$ cat src/rtl/usb_defs.sv
// Shared definitions for the full-speed USB low-level transmitter:
// line states as {dp,dn}, FSM state encodings and the SYNC pattern.
package usb_defs;

    localparam logic [1:0] LS_J   = 2'b10;
    localparam logic [1:0] LS_K   = 2'b01;
    localparam logic [1:0] LS_SE0 = 2'b00;

    // Sent LSB first: seven raw 0s then a raw 1, i.e. KJKJKJKK on the line.
    localparam logic [7:0] SYNC_PATTERN = 8'h80;

    // Bits of a single run that pass without a stuffed 0.
    localparam logic [2:0] STUFF_LIMIT = 3'd6;

    // Raw 1s sent in place of a missing byte when the underrun error is built in.
    localparam logic [2:0] UNDERRUN_LAST_BIT = 3'd6;

    typedef enum logic [2:0] {
        ST_IDLE     = 3'd0,
        ST_SYNC     = 3'd1,
        ST_DATA     = 3'd2,
        ST_EOP_SE0  = 3'd3,
        ST_EOP_J    = 3'd4,
        ST_UNDERRUN = 3'd5
    } tx_state_e;

    function automatic logic [1:0] level_to_line(input logic level_k);
        return level_k ? LS_K : LS_J;
    endfunction

endpackage

$ cat src/rtl/usb_tx_nrzi_stuff.sv
// NRZI encoder with bit-stuff tracking: holds the line level and the count
// of consecutive raw 1s, and asks the byte shifter to pause for a stuffed 0.
module usb_tx_nrzi_stuff
    import usb_defs::*;
(
    input  logic       clk,
    input  logic       rst,
    input  logic       bit_stb_i,
    input  logic       raw_bit_i,
    input  logic       restart_i,
    output logic [1:0] line_o,
    output logic       stuff_req_o
);

    logic [2:0] ones_q, ones_d;
    logic       level_q, level_d;
    logic [2:0] ones_base;
    logic       level_base;

    // A restart begins from J with a clear counter even when it coincides
    // with the first bit strobe of the packet.
    assign ones_base  = restart_i ? 3'd0 : ones_q;
    assign level_base = restart_i ? 1'b0 : level_q;

    // NOTE: every always_comb output gets a default first so no path leaves it unassigned (no latch).
    always_comb begin
        ones_d  = ones_base;
        level_d = level_base;
        if (bit_stb_i) begin
            if (ones_base == STUFF_LIMIT) begin
                ones_d  = 3'd0;
                level_d = ~level_base;
            end else if (raw_bit_i) begin
                ones_d  = ones_base + 3'd1;
            end else begin
                ones_d  = 3'd0;
                level_d = ~level_base;
            end
        end
    end

    // NOTE: sequential state uses non-blocking assignments so all flops update together.
    always_ff @(posedge clk) begin
        if (rst) begin
            ones_q  <= 3'd0;
            level_q <= 1'b0;
        end else begin
            ones_q  <= ones_d;
            level_q <= level_d;
        end
    end

    assign line_o      = level_to_line(level_q);
    assign stuff_req_o = (ones_q == STUFF_LIMIT);

endmodule

$ cat src/rtl/usb_tx_ll.sv
// Full-speed USB low-level transmitter: SYNC, NRZI data with bit stuffing, EOP.
// Build option USB_TX_UNDERRUN_EN: a starved fetch sends a deliberate stuff error.
module usb_tx_ll
    import usb_defs::*;
#(
    parameter int BIT_DIV = 4
) (
    input  logic       clk,
    input  logic       rst,
    input  logic [7:0] in_data,
    input  logic       in_last,
    input  logic       in_valid,
    output logic       in_ready,
    output logic       phy_tx_dp,
    output logic       phy_tx_dn,
    output logic       phy_tx_en,
    output logic       tx_busy,
`ifdef USB_TX_UNDERRUN_EN
    output logic       tx_underrun,
`endif
    output logic       tx_done
);

    localparam int DIV_W = $clog2(BIT_DIV);

    tx_state_e        state_q, state_d;
    logic [DIV_W-1:0] div_cnt_q, div_cnt_d;
    logic [2:0]       bit_cnt_q, bit_cnt_d;
    logic [7:0]       shift_q, shift_d;
    logic             last_q, last_d;
    logic             done_q, done_d;

    logic             strobe;
    logic [2:0]       next_idx;
    logic             bit_stb;
    logic             raw_bit;
    logic             restart;
    logic             fetch;
    logic [1:0]       nrzi_line;
    logic             stuff_req;

`ifdef USB_TX_UNDERRUN_EN
    logic             underrun_q, underrun_d;
    logic             underrun_pulse_q;
`endif

    // Last clock of the bit currently on the pads.
    assign strobe   = (div_cnt_q == DIV_W'(BIT_DIV - 1));
    assign next_idx = bit_cnt_q + 3'd1;

    usb_tx_nrzi_stuff u_nrzi_stuff (
        .clk         (clk),
        .rst         (rst),
        .bit_stb_i   (bit_stb),
        .raw_bit_i   (raw_bit),
        .restart_i   (restart),
        .line_o      (nrzi_line),
        .stuff_req_o (stuff_req)
    );

    always_comb begin
        state_d   = state_q;
        div_cnt_d = div_cnt_q;
        bit_cnt_d = bit_cnt_q;
        shift_d   = shift_q;
        last_d    = last_q;
        done_d    = 1'b0;
        bit_stb   = 1'b0;
        raw_bit   = 1'b1;
        restart   = 1'b0;
        fetch     = 1'b0;
`ifdef USB_TX_UNDERRUN_EN
        underrun_d = underrun_q;
`endif

        if (state_q != ST_IDLE) begin
            div_cnt_d = strobe ? '0 : div_cnt_q + DIV_W'(1);
        end

        case (state_q)
            ST_IDLE: begin
                if (in_valid) begin
                    state_d   = ST_SYNC;
                    div_cnt_d = '0;
                    bit_cnt_d = 3'd0;
                    shift_d   = SYNC_PATTERN;
                    last_d    = 1'b0;
                    restart   = 1'b1;
                    bit_stb   = 1'b1;
                    raw_bit   = SYNC_PATTERN[0];
`ifdef USB_TX_UNDERRUN_EN
                    underrun_d = 1'b0;
`endif
                end
            end

            ST_SYNC, ST_DATA: begin
                if (strobe) begin
                    if (stuff_req) begin
                        // Stuffed 0 goes out; the shifter keeps its position.
                        bit_stb = 1'b1;
                        raw_bit = 1'b0;
                    end else if (bit_cnt_q != 3'd7) begin
                        bit_cnt_d = next_idx;
                        bit_stb   = 1'b1;
                        raw_bit   = shift_q[next_idx];
                    end else if (state_q == ST_DATA && last_q) begin
                        state_d   = ST_EOP_SE0;
                        bit_cnt_d = 3'd0;
                    end else begin
                        fetch = 1'b1;
                        if (in_valid) begin
                            state_d   = ST_DATA;
                            shift_d   = in_data;
                            last_d    = in_last;
                            bit_cnt_d = 3'd0;
                            bit_stb   = 1'b1;
                            raw_bit   = in_data[0];
                        end else begin
`ifdef USB_TX_UNDERRUN_EN
                            state_d    = ST_UNDERRUN;
                            underrun_d = 1'b1;
`else
                            state_d    = ST_EOP_SE0;
`endif
                            bit_cnt_d = 3'd0;
                        end
                    end
                end
            end

            // Raw 1s hold the NRZI level, so the encoder is simply not strobed.
            ST_UNDERRUN: begin
                if (strobe) begin
                    if (bit_cnt_q == UNDERRUN_LAST_BIT) begin
                        state_d   = ST_EOP_SE0;
                        bit_cnt_d = 3'd0;
                    end else begin
                        bit_cnt_d = next_idx;
                    end
                end
            end

            ST_EOP_SE0: begin
                if (strobe) begin
                    if (bit_cnt_q[0]) begin
                        state_d   = ST_EOP_J;
                        bit_cnt_d = 3'd0;
                    end else begin
                        bit_cnt_d = next_idx;
                    end
                end
            end

            ST_EOP_J: begin
                if (strobe) begin
                    state_d = ST_IDLE;
                    done_d  = 1'b1;
                end
            end

            default: state_d = ST_IDLE;
        endcase
    end

    always_ff @(posedge clk) begin
        if (rst) begin
            state_q   <= ST_IDLE;
            div_cnt_q <= '0;
            bit_cnt_q <= 3'd0;
            shift_q   <= 8'h00;
            last_q    <= 1'b0;
            done_q    <= 1'b0;
        end else begin
            state_q   <= state_d;
            div_cnt_q <= div_cnt_d;
            bit_cnt_q <= bit_cnt_d;
            shift_q   <= shift_d;
            last_q    <= last_d;
            done_q    <= done_d;
        end
    end

`ifdef USB_TX_UNDERRUN_EN
    always_ff @(posedge clk) begin
        if (rst) begin
            underrun_q       <= 1'b0;
            underrun_pulse_q <= 1'b0;
        end else begin
            underrun_q       <= underrun_d;
            underrun_pulse_q <= done_d & underrun_q;
        end
    end

    assign tx_underrun = underrun_pulse_q;
`endif

    always_comb begin
        phy_tx_en              = 1'b1;
        {phy_tx_dp, phy_tx_dn} = nrzi_line;
        case (state_q)
            ST_IDLE: begin
                phy_tx_en              = 1'b0;
                {phy_tx_dp, phy_tx_dn} = LS_J;
            end
            ST_EOP_SE0: {phy_tx_dp, phy_tx_dn} = LS_SE0;
            ST_EOP_J:   {phy_tx_dp, phy_tx_dn} = LS_J;
            default:    {phy_tx_dp, phy_tx_dn} = nrzi_line;
        endcase
    end

    assign in_ready = fetch & in_valid;
    assign tx_busy  = (state_q != ST_IDLE);
    assign tx_done  = done_q;

endmodule
$ cat config.mk
export PLATFORM = sky130hd
export DESIGN_NAME = usb_tx_ll
export DESIGN_NICKNAME = d
export VERILOG_FILES = /design/src/rtl/usb_defs.sv /design/src/rtl/usb_tx_nrzi_stuff.sv /design/src/rtl/usb_tx_ll.sv
export SDC_FILE = /design/constraint.sdc
export NUM_CORES = 1
export LEC_CHECK = 0
export ABC_AREA = 1
export CAP_MARGIN = 20
export CORE_ASPECT_RATIO = 1.75
export CORE_MARGIN = 5
export CORE_UTILIZATION = 40
export CTS_CLUSTER_DIAMETER = 150
export CTS_CLUSTER_SIZE = 16
export DETAILED_ROUTE_END_ITERATION = 16
export GPL_TIMING_DRIVEN = 0
export SLEW_MARGIN = 30
export SYNTH_ARGS = -nofsm -noshare
export SYNTH_HDL_FRONTEND = slang
export SYNTH_SLANG_ARGS = --single-unit
$ cat constraint.sdc
create_clock -name clk -period 5.18 [get_ports clk]
set_input_delay 1.295 -clock clk [delete_from_list [all_inputs] [get_ports clk]]
set_output_delay 1.295 -clock clk [all_outputs]
set_load 0.01 [all_outputs]
==> run summary, run 1 <==
Avg WL per Cell -> 11.84 µm
Syn avg cell area -> 6.736 µm²
Max-cap violation count -> 0
Tmin final -> 4164 ps
Post-synth top area cell -> dfxtp_1
EDFF count, synth -> 0
Worst slew pin tran -> 462.9 ps
Critical Path RT -> 3880 ps
Area growth from synthesis to layout -> 21.46%
Ant. Diodes -> 0
Endpoints failing hold -> 0
IO Pins -> 18
Sequential cell area fraction in the yosys report -> 33.88%
Port Buffer Count -> 17
Endpoints failing setup -> 0
Final GP Congestion -> 0.9022
DIE AREA -> 4535 µm²
Post-synth cell types -> 29
Yosys top cell area share -> 33.88%
Fin cells -> 257
Synth area leaders -> dfxtp_1 34%, nand2_1 15%, nand3_1 7.7%
Vias in the first global route -> 1334
DRT iter0 DRCs -> 40
Pwr Density -> 501.1 nW/µm²
Placed inst area -> 1524 µm²
Post-layout net count -> 233
DR pass1 iterations -> 4
Root Driver -> clkbuf_8
Final wirelength -> 3044 µm
Via Count -> 1272
Antenna Nets Post-Route -> 0
CP arrival -> 2870 ps
Unrepaired setup endpoints after global routing -> false
Total CTS buffers -> 3
Worst-path fanout max -> 4
Fin crit share -> 80.38%
VDD IR max -> 0.2103 mV
Max Fclk -> 240.2 MHz
Most common cell after layout, fill and taps aside -> nand2_1
Pin count of the biggest net entering global routing -> 13
Post-CTS Setup Bufs -> 0
Residual DRC -> 0
Cells after DPL -> 253
GRT Total Usage -> 15.76%
H-tree lvl count -> 1
Main flop type after synthesis -> dfxtp_1
Crit-path cells -> clkdlybuf4s50_1 -> inv_1 -> nor2_1 -> nand3_1 -> nor2_1 -> clkdlybuf4s50_1
Worst setup EP type -> output pin
Most frequent cells in the layout -> 51 x nand2_1, 22 x dfxtp_1, 20 x nand3_1
CTS Hold Bufs -> 0
Clock transition at path regs -> 80 ps
Overflow after GRT -> 0
Fin. max-slew vios -> 0
DP HPWL -> 2485 µm
Die width -> 53.10 µm
CTS max path bufs -> 2
Initial antenna violation count -> 0
Hold WC Path Type -> flop to flop
Placeable Area -> 3142 µm²
Net Count, Synth -> 211
Slew HR -> 69.14%
Rows -> 27
PostCTS Resize Cnt -> 0
CP max stage cell -> clkdlybuf4s50_1
Number of synthesized register bits -> 22
Drt via density -> 4.949
Setup TNS Final -> 0 ps
Starting Density -> 41.38%
Post-Synthesis Cells -> 193
Status -> finished clean
Type of the worst setup path -> input pin to output pin
Layout cells sized above 1 -> 11.68%
Ys Warns -> 0
Skew-Pair Late Insertion Delay -> 260 ps
First-pass GRT wire length -> 5506 µm
Setup Skew -> 5.672 ps
FFs w/ async S/R, synth -> 0%
Mapped cell area -> 1300 µm²
Leakage -> 0.6951 nW
Worst path max stage delay -> 550 ps
Clock sink total -> 22
Fill count -> 325
Design area -> 1579 µm²
Die Y-Extent -> 85.42 µm
CP Launch Type -> input pin
CTS tree -> done
## area by class of cell
class	instances	area, µm²	area share (%)
inverters	24	95.09	6.022
well taps	43	53.80	3.407
clock buffers	4	55.05	3.487
plain buffers	4	20.02	1.268
repair buffers	17	170.2	10.78
multi-input cells	143	744.5	47.15
flip-flops and latches	22	440.4	27.89
## path summary, 6_finish.rpt
| kind | depth (start not counted) | slack, ps | endpoint | from |
|---|---|---|---|---|
| hold reg to reg | 2 | 470 | shift_q[4] | shift_q[4] |
| setup reg to reg | 14 | 3140 | u_nrzi_stuff.ones_q[1] | bit_cnt_q[0] |
| hold / removal | 2 | 470 | shift_q[4] | shift_q[4] |
| setup / recovery | 6 | 1020 | in_ready | in_valid |
## sequential cells by signal, indices dropped and copies added (netlist names)
name and count:
div_cnt_q 2, tx_done 1, state_q 3, bit_cnt_q 3, u_nrzi_stuff.level_q 1, u_nrzi_stuff.ones_q 3, last_q 1, shift_q 8
## critical path: cells and delay by family
kind | cells | cell delay [ps]
buf+inv | 3 | 1180
simple gates | 3 | 390
## synthesized netlist by cell type (2+ instances only)
master	number
ha_1	6
inv_1	17
nor2_2	3
nand2_2	3
o21ai_1	2
nand3_1	20
clkbuf_1	2
o21ai_0	7
a21oi_1	15
inv_2	6
nor3_1	3
nor2_1	17
dfxtp_1	22
nand2_1	51
nand2_4	2
xor2_1	2
a211oi_1	3
## stage by stage
stage               hold WS (ps)  power [mW]  setup WS [ps]  util [%]
floorplan                  442.5      0.5610           2164         -
global placement           453.5      0.6687           1036     48.51
detailed placement         457.9      0.6765          999.3     48.51
CTS                        471.3      0.8003          995.0     50.26
global route               502.0      0.8762          876.8     50.26
finish                     467.9      0.7913           1016     50.26
## cell families after synthesis
logic type	synth area share (%)
DFF	33.88
and+or+nand+nor	35.32
adders and majority gates	5.775
buffers and inverters	8.855
AOI/OAI and AO/OA	14.82
xor gates and xnor gates	1.348
## layer usage
| metal | up-vias | wire length [µm] | track usage, % |
|---|---|---|---|
| li1 | 664 | - | - |
| met1 | 585 | 1170 | 16.10 |
| met2 | 16 | 1762 | 29.98 |
| met3 | 7 | 56 | 2.109 |
| met4 | 0 | 55 | 6.744 |
| met5 | - | 0 | 0 |
## power breakdown
| group | internal [mW] | switching, mW |
|---|---|---|
| Clock | 0.0677 | 0.0544 |
| Combinational | 0.154 | 0.264 |
| Sequential | 0.216 | 0.0355 |
| Total | 0.438 | 0.354 |
Note: power is estimated with default switching activity, not from simulation.
==> inputs of run 2 (changes only) <==
==> constraint.sdc (replaced) <==
create_clock -name clk -period 4.1 [get_ports clk]
set_input_delay 1.025 -clock clk [delete_from_list [all_inputs] [get_ports clk]]
set_output_delay 1.025 -clock clk [all_outputs]
set_load 0.01 [all_outputs]
==> results of run 2 <==
Same layout as run 1 (identical final DEF). Status: finished clean.
Main changes from that run: setup slack after placement 999.3 ps -> 459.3 ps; setup slack after layout 1016 ps -> 476.3 ps; register-to-register setup slack 3140 ps -> 2060 ps; total power 0.7913 mW -> 0.9997 mW; worst IR drop on VDD 0.2103 mV -> 0.2657 mV
==> inputs of run 3 (changes only) <==
--- a/config.mk
+++ b/config.mk
@@ -9,11 +9,12 @@
 export CAP_MARGIN = 20
 export CORE_ASPECT_RATIO = 1.75
 export CORE_MARGIN = 5
-export CORE_UTILIZATION = 40
+export CORE_UTILIZATION = 53
 export CTS_CLUSTER_DIAMETER = 150
 export CTS_CLUSTER_SIZE = 16
 export DETAILED_ROUTE_END_ITERATION = 16
-export GPL_TIMING_DRIVEN = 0
+export HOLD_SLACK_MARGIN = 0.02
+export PLACE_DENSITY = 0.78
 export SLEW_MARGIN = 30
 export SYNTH_ARGS = -nofsm -noshare
 export SYNTH_HDL_FRONTEND = slang
==> run summary, run 3 (synthesis gave the netlist of run 1 again) <==
Status -> finished clean
Endpoints failing hold -> 0
Max reg flops -> 8
Root Driver -> clkbuf_8
CP max stage cell -> clkdlybuf4s50_1
Final GP Congestion -> 0.9078
Fin cells -> 236
CP arrival -> 2610 ps
Via Count -> 1304
Setup Skew -> 5.840 ps
Ant. Diodes -> 0
Drt via density -> 5.525
Pwr Density -> 647.0 nW/µm²
Worst-path fanout max -> 4
Met3 Track Usage GR -> 2.364%
DR pass1 iterations -> 4
DIE AREA -> 3582 µm²
Leakage -> 0.6879 nW
Tmin final -> 3638 ps
Layer with the highest usage -> met2
PostCTS Resize Cnt -> 0
Overflow after GRT -> 0
Storage cell area -> 440.4 µm²
Worst Path Buf+Inv -> 3
Largest Register -> shift_q
GRT Total Usage -> 20.91%
Area growth from synthesis to layout -> 18.77%
Vias in the first global route -> 1342
CP top delay family -> buffers and inverters
Slew HR -> 79.63%
Max Fclk -> 274.9 MHz
Layout cells sized above 1 -> 11.37%
GRT met1 Usage -> 19.19%
Area occupied by multi-input gates -> 744.5 µm²
Placeable Area -> 2331 µm²
Post-CTS Setup Bufs -> 0
Critical Path RT -> 3070 ps
Fill count -> 233
Die width -> 47.44 µm
Pin count of the biggest net entering global routing -> 15
Most common cell after layout, fill and taps aside -> nand2_1
Avg WL per Cell -> 13.28 µm
Most frequent cells in the layout -> 51 x nand2_1, 22 x dfxtp_1, 20 x nand3_1
CP Launch Type -> input pin
Fin. max-slew vios -> 0
IO Pins -> 18
CTS Hold Bufs -> 0
Worst slew pin tran -> 304.5 ps
Skew-Pair Late Insertion Delay -> 270 ps
Final wirelength -> 3134 µm
Starting Density -> 55.77%
Port Buffer Count -> 17
Initial antenna violation count -> 0
CTS tree -> done
First-pass GRT wire length -> 5402 µm
DP HPWL -> 2461 µm
Setup TNS Final -> 0 ps
Clock transition at path regs -> 80 ps
Hold WC Path Type -> flop to flop
Type of the worst setup path -> input pin to output pin
Rows -> 23
Total CTS buffers -> 3
CTS max path bufs -> 2
Die Y-Extent -> 75.52 µm
Met2 GRT Util -> 40.00%
Worst setup EP type -> output pin
Clock sink total -> 22
DRT iter0 DRCs -> 38
Max-cap violation count -> 0
VDD IR max -> 0.3794 mV
Fin crit share -> 88.74%
Unrepaired setup endpoints after global routing -> false
Antenna Nets Post-Route -> 0
H-tree lvl count -> 1
Post-layout net count -> 230
Endpoints failing setup -> 0
Worst path max stage delay -> 550 ps
Cells after DPL -> 232
Crit-path cells -> clkdlybuf4s50_1 -> inv_1 -> nor2_1 -> nand3_1 -> nor2_1 -> clkdlybuf4s50_1
Residual DRC -> 0
run 3: final timing paths:
path	depth (start not counted)	endpoint	slack (ps)	startpoint
max	6	in_ready	460	in_valid
min reg2reg	2	last_q	470	last_q
max reg2reg	14	u_nrzi_stuff.ones_q[1]	2000	bit_cnt_q[0]
min	2	last_q	470	last_q
run 3: area by class of cell:
cell class	count	share of cell area [%]
Inverter	24	6.159
Clock buffer	4	3.566
Tap cell	25	2.026
Timing Repair Buffer	18	11.51
Sequential cell	22	28.53
Multi-Input combinational cell	143	48.22
run 3: where the power goes:
part | internal [mW] | total, mW | switching, mW
Combinational | 0.185 | 0.521 | 0.336
Clock | 0.0859 | 0.160 | 0.0743
Sequential | 0.273 | 0.318 | 0.0447
Total | 0.544 | 0.999 | 0.455
run 3: metrics by stage:
step / instance area [µm²] / power [mW] / utilization, % / hold slack (ps) / worst slack [ps]
finish: 1544 / 0.9989 / 66.24 / 467.7 / 461.7
global route: 1544 / 1.089 / 66.24 / 490.8 / 382.8
CTS: 1544 / 1.003 / 66.24 / 469.1 / 455.3
detailed placement: 1489 / 0.8437 / 63.88 / 456.3 / 457.3
global placement: 1489 / 0.8217 / 63.88 / 453.3 / 555.9
floorplan: 1300 / 0.7087 / - / 442.5 / 1624
run 3: per-layer routing:
metal	vias up	wire (µm)
met5	-	0
met2	31	1778
met1	598	1110
met3	13	92
met4	0	153
li1	662	-
run 3: worst min-delay path, delay by kind of cell (launching register included):
family,cells,cell delay [ps]
AND/OR/NAND/NOR,1,60
AO/OA/AOI/OAI,1,50
flip-flops,1,310
